===== config.mk =====
export PLATFORM = sky130hd
export DESIGN_NAME = signed_8b_square_accum
export DESIGN_NICKNAME = d
export VERILOG_FILES = /design/src/rtl/signed_8b_square_accum.sv
export SDC_FILE = /design/constraint.sdc
export NUM_CORES = 1
export LEC_CHECK = 0
export BUFFER_PORTS_ARGS = -buffer_cell sky130_fd_sc_hd__buf_4
export CORE_MARGIN = 2
export CORE_UTILIZATION = 62
export CTS_CLUSTER_SIZE = 10
export DETAILED_ROUTE_END_ITERATION = 10
export PLACE_DENSITY = 0.87
export SLEW_MARGIN = 20
export SYNTH_ARGS = -nofsm -noshare
export SYNTH_HDL_FRONTEND = slang
export SYNTH_SLANG_ARGS = --single-unit

===== constraint.sdc =====
create_clock -name clk_i -period 5.3 [get_ports clk_i]
set_input_delay 0.53 -clock clk_i [delete_from_list [all_inputs] [get_ports clk_i]]
set_output_delay 0.53 -clock clk_i [all_outputs]
set_load 0.02 [all_outputs]

===== src/rtl/signed_8b_square_accum.sv =====
// Windowed power accumulator: sums 2^NSAMP_LOG2 valid squared samples per window.
// Optional macro SQUARE_ACCUM_SATURATE_EN clamps the sum to all-ones on overflow instead of wrapping.
module signed_8b_square_accum #(
    parameter int NSAMP_LOG2 = 10,
    parameter int OUT_BITS   = 25
) (
    input  logic                clk_i,
    input  logic                rst_i,
    input  logic [14:0]         sq_i,
    input  logic                sq_valid_i,
    input  logic                clear_i,
    output logic [OUT_BITS-1:0] sum_o,
    output logic                sum_valid_o,
    output logic                overflow_o
);

    logic [14:0]           r_sq_q;
    logic                  r_vld_q;
    logic [OUT_BITS-1:0]   r_acc;
    logic [NSAMP_LOG2-1:0] r_cnt;
    logic                  r_ovf;
    logic [OUT_BITS-1:0]   r_sum;
    logic                  r_sum_valid;
    logic                  r_overflow;

    logic [OUT_BITS:0]     w_sq_ext;
    logic [OUT_BITS:0]     w_sum_next;
    logic                  w_win_ovf;
    logic [OUT_BITS-1:0]   w_sum_lim;
    logic                  w_last;

    assign w_sq_ext   = {{(OUT_BITS + 1 - 15){1'b0}}, r_sq_q};
    assign w_sum_next = {1'b0, r_acc} + w_sq_ext;
    assign w_win_ovf  = w_sum_next[OUT_BITS] | r_ovf;
    assign w_last     = (r_cnt == {NSAMP_LOG2{1'b1}});

`ifdef SQUARE_ACCUM_SATURATE_EN
    // Once a window has overflowed it stays pinned at full scale until it completes.
    assign w_sum_lim = w_win_ovf ? {OUT_BITS{1'b1}} : w_sum_next[OUT_BITS-1:0];
`else
    assign w_sum_lim = w_sum_next[OUT_BITS-1:0];
`endif

    always_ff @(posedge clk_i) begin
        if (rst_i) begin
            r_sq_q      <= '0;
            r_vld_q     <= 1'b0;
            r_acc       <= '0;
            r_cnt       <= '0;
            r_ovf       <= 1'b0;
            r_sum       <= '0;
            r_sum_valid <= 1'b0;
            r_overflow  <= 1'b0;
        end else begin
            r_sum_valid <= 1'b0;
            r_sq_q      <= sq_i;
            if (clear_i) begin
                // Clear beats a coinciding window completion: no strobe, outputs held.
                r_vld_q <= 1'b0;
                r_acc   <= '0;
                r_cnt   <= '0;
                r_ovf   <= 1'b0;
            end else begin
                r_vld_q <= sq_valid_i;
                if (r_vld_q) begin
                    if (w_last) begin
                        r_sum       <= w_sum_lim;
                        r_overflow  <= w_win_ovf;
                        r_sum_valid <= 1'b1;
                        r_acc       <= '0;
                        r_cnt       <= '0;
                        r_ovf       <= 1'b0;
                    end else begin
                        r_acc <= w_sum_lim;
                        r_cnt <= r_cnt + NSAMP_LOG2'(1);
                        r_ovf <= w_win_ovf;
                    end
                end
            end
        end
    end

    assign sum_o       = r_sum;
    assign sum_valid_o = r_sum_valid;
    assign overflow_o  = r_overflow;

endmodule


# Word level (Yosys, flattened, before mapping)
# Index checks and enable logic that the tools add are counted.
op_classes:
  n_addsub: 2
  n_eq_ne: 1
  muxes: 4
  bitwise_logic: 3
  n_reduce_logical: 3
op_table:
  columns: ["operator", "count"]
  rows:
  - ["adder 25 x 15 -> 26 bit", 1]
  - ["two-way mux 25 bit", 1]
  - ["adder 10 x 1 -> 10 bit, second input constant", 1]
  - ["== test 10 bit, second input constant", 1]
  - ["two-way mux 10 bit", 1]
  - ["AND reduction 3 bit", 1]
  - ["OR reduction 3 bit", 1]
  - ["two-way mux 1 bit", 2]
  - ["inverter 1 bit", 2]
  - ["OR reduction 2 bit", 1]
  - ["bitwise OR 1 bit", 1]
totals:
  regBits: 79
  input_bits: 19
  output_inout_bits: 27

# Depth between registers and ports, before layout
logic_depth:
  depth_word: 3
  mapped_depth: 10

# Worst setup path after synthesis
# No wires, ideal clock.
synth_timing:
  path_type: "flip-flop to flip-flop"
  startpoint: "register r_sq_q[0]"
  endpoint: "register r_sum[16], in the netlist sum_o[16]"
  setup_ns: 0.086
  t_arrival_ns: 2.147
  setup_slack_ns: 3.068
  path_stages_with_launch: 9
  n_path_buf: 0
  synth_period_minus_slack_ns: 2.232
  cell_sequence: "dfxtp_1 -> ha_1 -> fa_1 -> a21oi_1 -> o21ai_0 -> a21oi_1 -> a21oi_1 -> xnor2_1 -> a211oi_1"
synth_between:
  elab_chain_len: 1
synth_lines:
  columns: ["item", "line_no", "source"]
  rows:
  - ["from (decl)", "17", "logic [14:0] r_sq_q;"]
  - ["from (signal assigned)", "56", "r_sq_q <= sq_i;"]
  - ["adder 25 x 15 -> 26 bit", "33", "assign w_sum_next = {1'b0, r_acc} + w_sq_ext;"]
  - ["to (signal assigned)", "67", "r_sum <= w_sum_lim;"]
  - ["to (decl)", "22", "logic [OUT_BITS-1:0] r_sum;"]
# No other way between the ends.
# A chain may end at the register's enable or synchronous reset.

# Worst setup path after layout
# Ends and elaborated chain as after synthesis.

==> flow_metrics.env <==
export IMPL_hold_start="sq_i[1]"
export IMPL_grt_pass1_wl_mm=14.07
export IMPL_cts_resized=0
export IMPL_syn_cell_area_um2=3826
export IMPL_finalClockSkew_ps=8.045
export IMPL_slew_viol_final=0
export IMPL_critPathRequiredTime_ps=5570
export IMPL_io_pins=46
export IMPL_cts_tree="yes"
export IMPL_vias=3325
export IMPL_worstSetupStartpointType="flip-flop"
export IMPL_layout_drive_gt1_share=0.1535
export IMPL_cts_root_buf="clkbuf_8"
export IMPL_yosys_area_top_type_share=0.4133
export IMPL_drc=0
export IMPL_die_y_um=82.56
export IMPL_reg2reg_depth=8
export IMPL_rsz0062_at_grt="false"
export IMPL_fill_cells=439
export IMPL_critPathKind="flip-flop to flip-flop"
export IMPL_yosysUniqueCellTypes=56
export IMPL_crit_family="compound AO/OA/AOI/OAI gates"
export IMPL_port_buffer_count=45
export IMPL_synth_edf_count=0
export IMPL_cts_setup_buffers=0
export IMPL_async_flop_share=0
export IMPL_track_usage=0.2693
export IMPL_arrival_ps=2960
export IMPL_ys_top_cells_by_count="dfxtp_1, nand2_1, nor2_1"
export IMPL_htreeDepth=3
export IMPL_dp_cells=541
export IMPL_grt_antenna_before_repair=0
export IMPL_die_area_um2=6815
export IMPL_worstReg2RegEnd="sum_o[16]$_SDFFE_PP0P_"
export IMPL_status="completed"
export IMPL_vdd_drop_max_v=0.0001734
export IMPL_clk_latency_ps=360
export IMPL_row_count=28
export IMPL_clock_sinks=79
export IMPL_worstHoldPathCells=2
export IMPL_synth_yosys_warnings=0
export IMPL_crit_top_cell="a21oi_1"
export IMPL_place_ws_ps=2686
export IMPL_crit_slowest_cell="a21oi_1"
export IMPL_nNetsFinal=513
export IMPL_synth_avg_cell_area_um2=8.637
export IMPL_final_cells=557
export IMPL_worst_slack_ps=2606
export IMPL_postSynthCellCount=443
export IMPL_finalCritPeriodShare=0.5084
export IMPL_max_stage_delay_ps=460
export IMPL_place_area_um2=4172
export IMPL_hold_buffers=0
export IMPL_ys_seq_area_frac=0.4133
export IMPL_setup_violations=0
export IMPL_setup_tns_ps=0
export IMPL_hp_class="input port to flip-flop"
export IMPL_slew_headroom=0.4150
export IMPL_clk_pin_slew_ps=80
export IMPL_diodes=0
export IMPL_antenna_left=0
export IMPL_design_core_area_um2=5956
export IMPL_synth_top_area_cell="dfxtp_1"
export IMPL_path_cells="ha_1, fa_1, a21oi_1, o21ai_0, a21oi_1, a21oi_1, xnor2_1, a211oi_1"
export IMPL_clock_path_buffers=2
export IMPL_power_density_nw_per_um2=281.7
export IMPL_cp_depth=8
export IMPL_min_to="r_sq_q[1]$_SDFF_PP0_"
export IMPL_grt_max_degree=50
export IMPL_postSynthNetCount=479
export IMPL_routedWlPerCell_um=15.64
export IMPL_worstSetupEndpointType="flip-flop"
export IMPL_stdcell_area_um2=4432
export IMPL_ys_flop_type="dfxtp_1"
export IMPL_fmax_mhz=371.2
export IMPL_synth_most_common_cell="dfxtp_1"
export IMPL_globalplace_congestion=0.9042
export IMPL_dr_pass1_iters=4
export IMPL_grt_pass1_vias=3122
export IMPL_cts_buffers=9
export IMPL_cellLeakagePower_uw=0.001698
export IMPL_finalCriticalPeriod_ps=2694
export IMPL_syn_to_final_growth_pct=15.83
export IMPL_max_cap_violations=0
export IMPL_grt_overflow_total=0
export IMPL_initial_utilization=0.6424
export IMPL_synthTopCellsByArea="dfxtp_1, nand2_1, ha_1"
export IMPL_worstPathMaxFanout=5
export IMPL_path_buf_inv=0
export IMPL_r2r_setup_slack_ps=2610
export IMPL_die_w_um=82.56
export IMPL_finalHoldViolCount=0
export IMPL_vias_per_cell=5.969
export IMPL_drtIter0Drc=171
export IMPL_tightest_slew_ps=877.5
export IMPL_ys_ff_latch=79
export IMPL_drt_total_wl_mm=8.709
export IMPL_reg2reg_from="r_sq_q[0]$_SDFF_PP0_"
export IMPL_hpwl_mm=5.884
[state kept, by name, indices dropped and copies added (netlist names)]
| signal | cells |
|---|---|
| sum_valid_o | 1 |
| r_acc | 25 |
| r_vld_q | 1 |
| r_sq_q | 15 |
| r_ovf | 1 |
| overflow_o | 1 |
| r_cnt | 10 |
| sum_o | 25 |
[power breakdown]
| part | switching [µW] | internal (µW) |
|---|---|---|
| sequential | 4.04 | 601 |
| clock | 221 | 360 |
| combinational | 37.6 | 25.5 |
[cells in the final DEF (no fill, tap or decap), types with 5 or more instances in the layout]
master    instances
a21o_1            6
nor2b_1          17
a31oi_1           6
a21oi_1          37
inv_1            10
nor2_1           41
nand3b_1          6
clkbuf_8          9
nand3_1           5
nand2_1          55
buf_4            46
nand4_1           8
o211ai_1          6
xor2_1           10
dfxtp_1          79
a22oi_1          11
ha_1             16
a211oi_1          8
nor3_1            5
xnor2_1          14
o21ai_0          15
and2_1            5
[metal layers]
| metal | vias up | track usage | wire [µm] |
|---|---|---|---|
| met1 | 1552 | 0.3290 | 3852 |
| met5 | - | 0 | 0 |
| met3 | 18 | 0.05652 | 552 |
| met2 | 109 | 0.4565 | 4128 |
| li1 | 1646 | - | - |
| met4 | 0 | 0.1180 | 175 |
[area by class of cell]
cell class	instances	area, µm²	share of cell area
repair buffers	46	345.3	0.07792
inverters	10	37.54	0.008470
clock inverters	6	132.6	0.02993
flip-flops and latches	79	1582	0.3569
clock buffers	10	127.6	0.02880
multi-input cells	331	2113	0.4769
well taps	75	93.84	0.02117
[kinds of logic (layout without fill, tap and decap cells)]
group           after synthesis  count (layout)  share of synthesized area
compound gates              120             120                     0.2149
xor+xnor                     24              24                    0.05494
fa+ha+maj                    17              17                    0.05755
buf+inv                      33              72                    0.03597
flops                        79              79                     0.4133
mux                           2               2                   0.005232
simple gates                168             168                     0.2181
[how the worst max path moves through the flow]
stage / from / end
floorplan: r_sq_q[0]$_SDFF_PP0_ / sum_o[16]$_SDFFE_PP0P_
global placement: r_sq_q[0]$_SDFF_PP0_ / sum_o[16]$_SDFFE_PP0P_
detailed placement: r_acc[0]$_SDFFE_PP0P_ / sum_o[16]$_SDFFE_PP0P_
CTS: r_sq_q[0]$_SDFF_PP0_ / sum_o[16]$_SDFFE_PP0P_
global route: r_sq_q[0]$_SDFF_PP0_ / sum_o[16]$_SDFFE_PP0P_
finish: r_sq_q[0]$_SDFF_PP0_ / sum_o[16]$_SDFFE_PP0P_
[through the flow]
stage          total power [µW]  hold slack [ps]    util
3_3_place_gp              678.3            437.8  0.7004
2_1_floorplan             659.3            429.1       -
3_5_place_dp              679.7            448.4  0.7004
4_1_cts                    1249            375.0  0.7441
6_report                   1248            379.3  0.7441
5_1_grt                    1279            381.0  0.7441
Note: power is estimated with default switching activity, not from simulation.
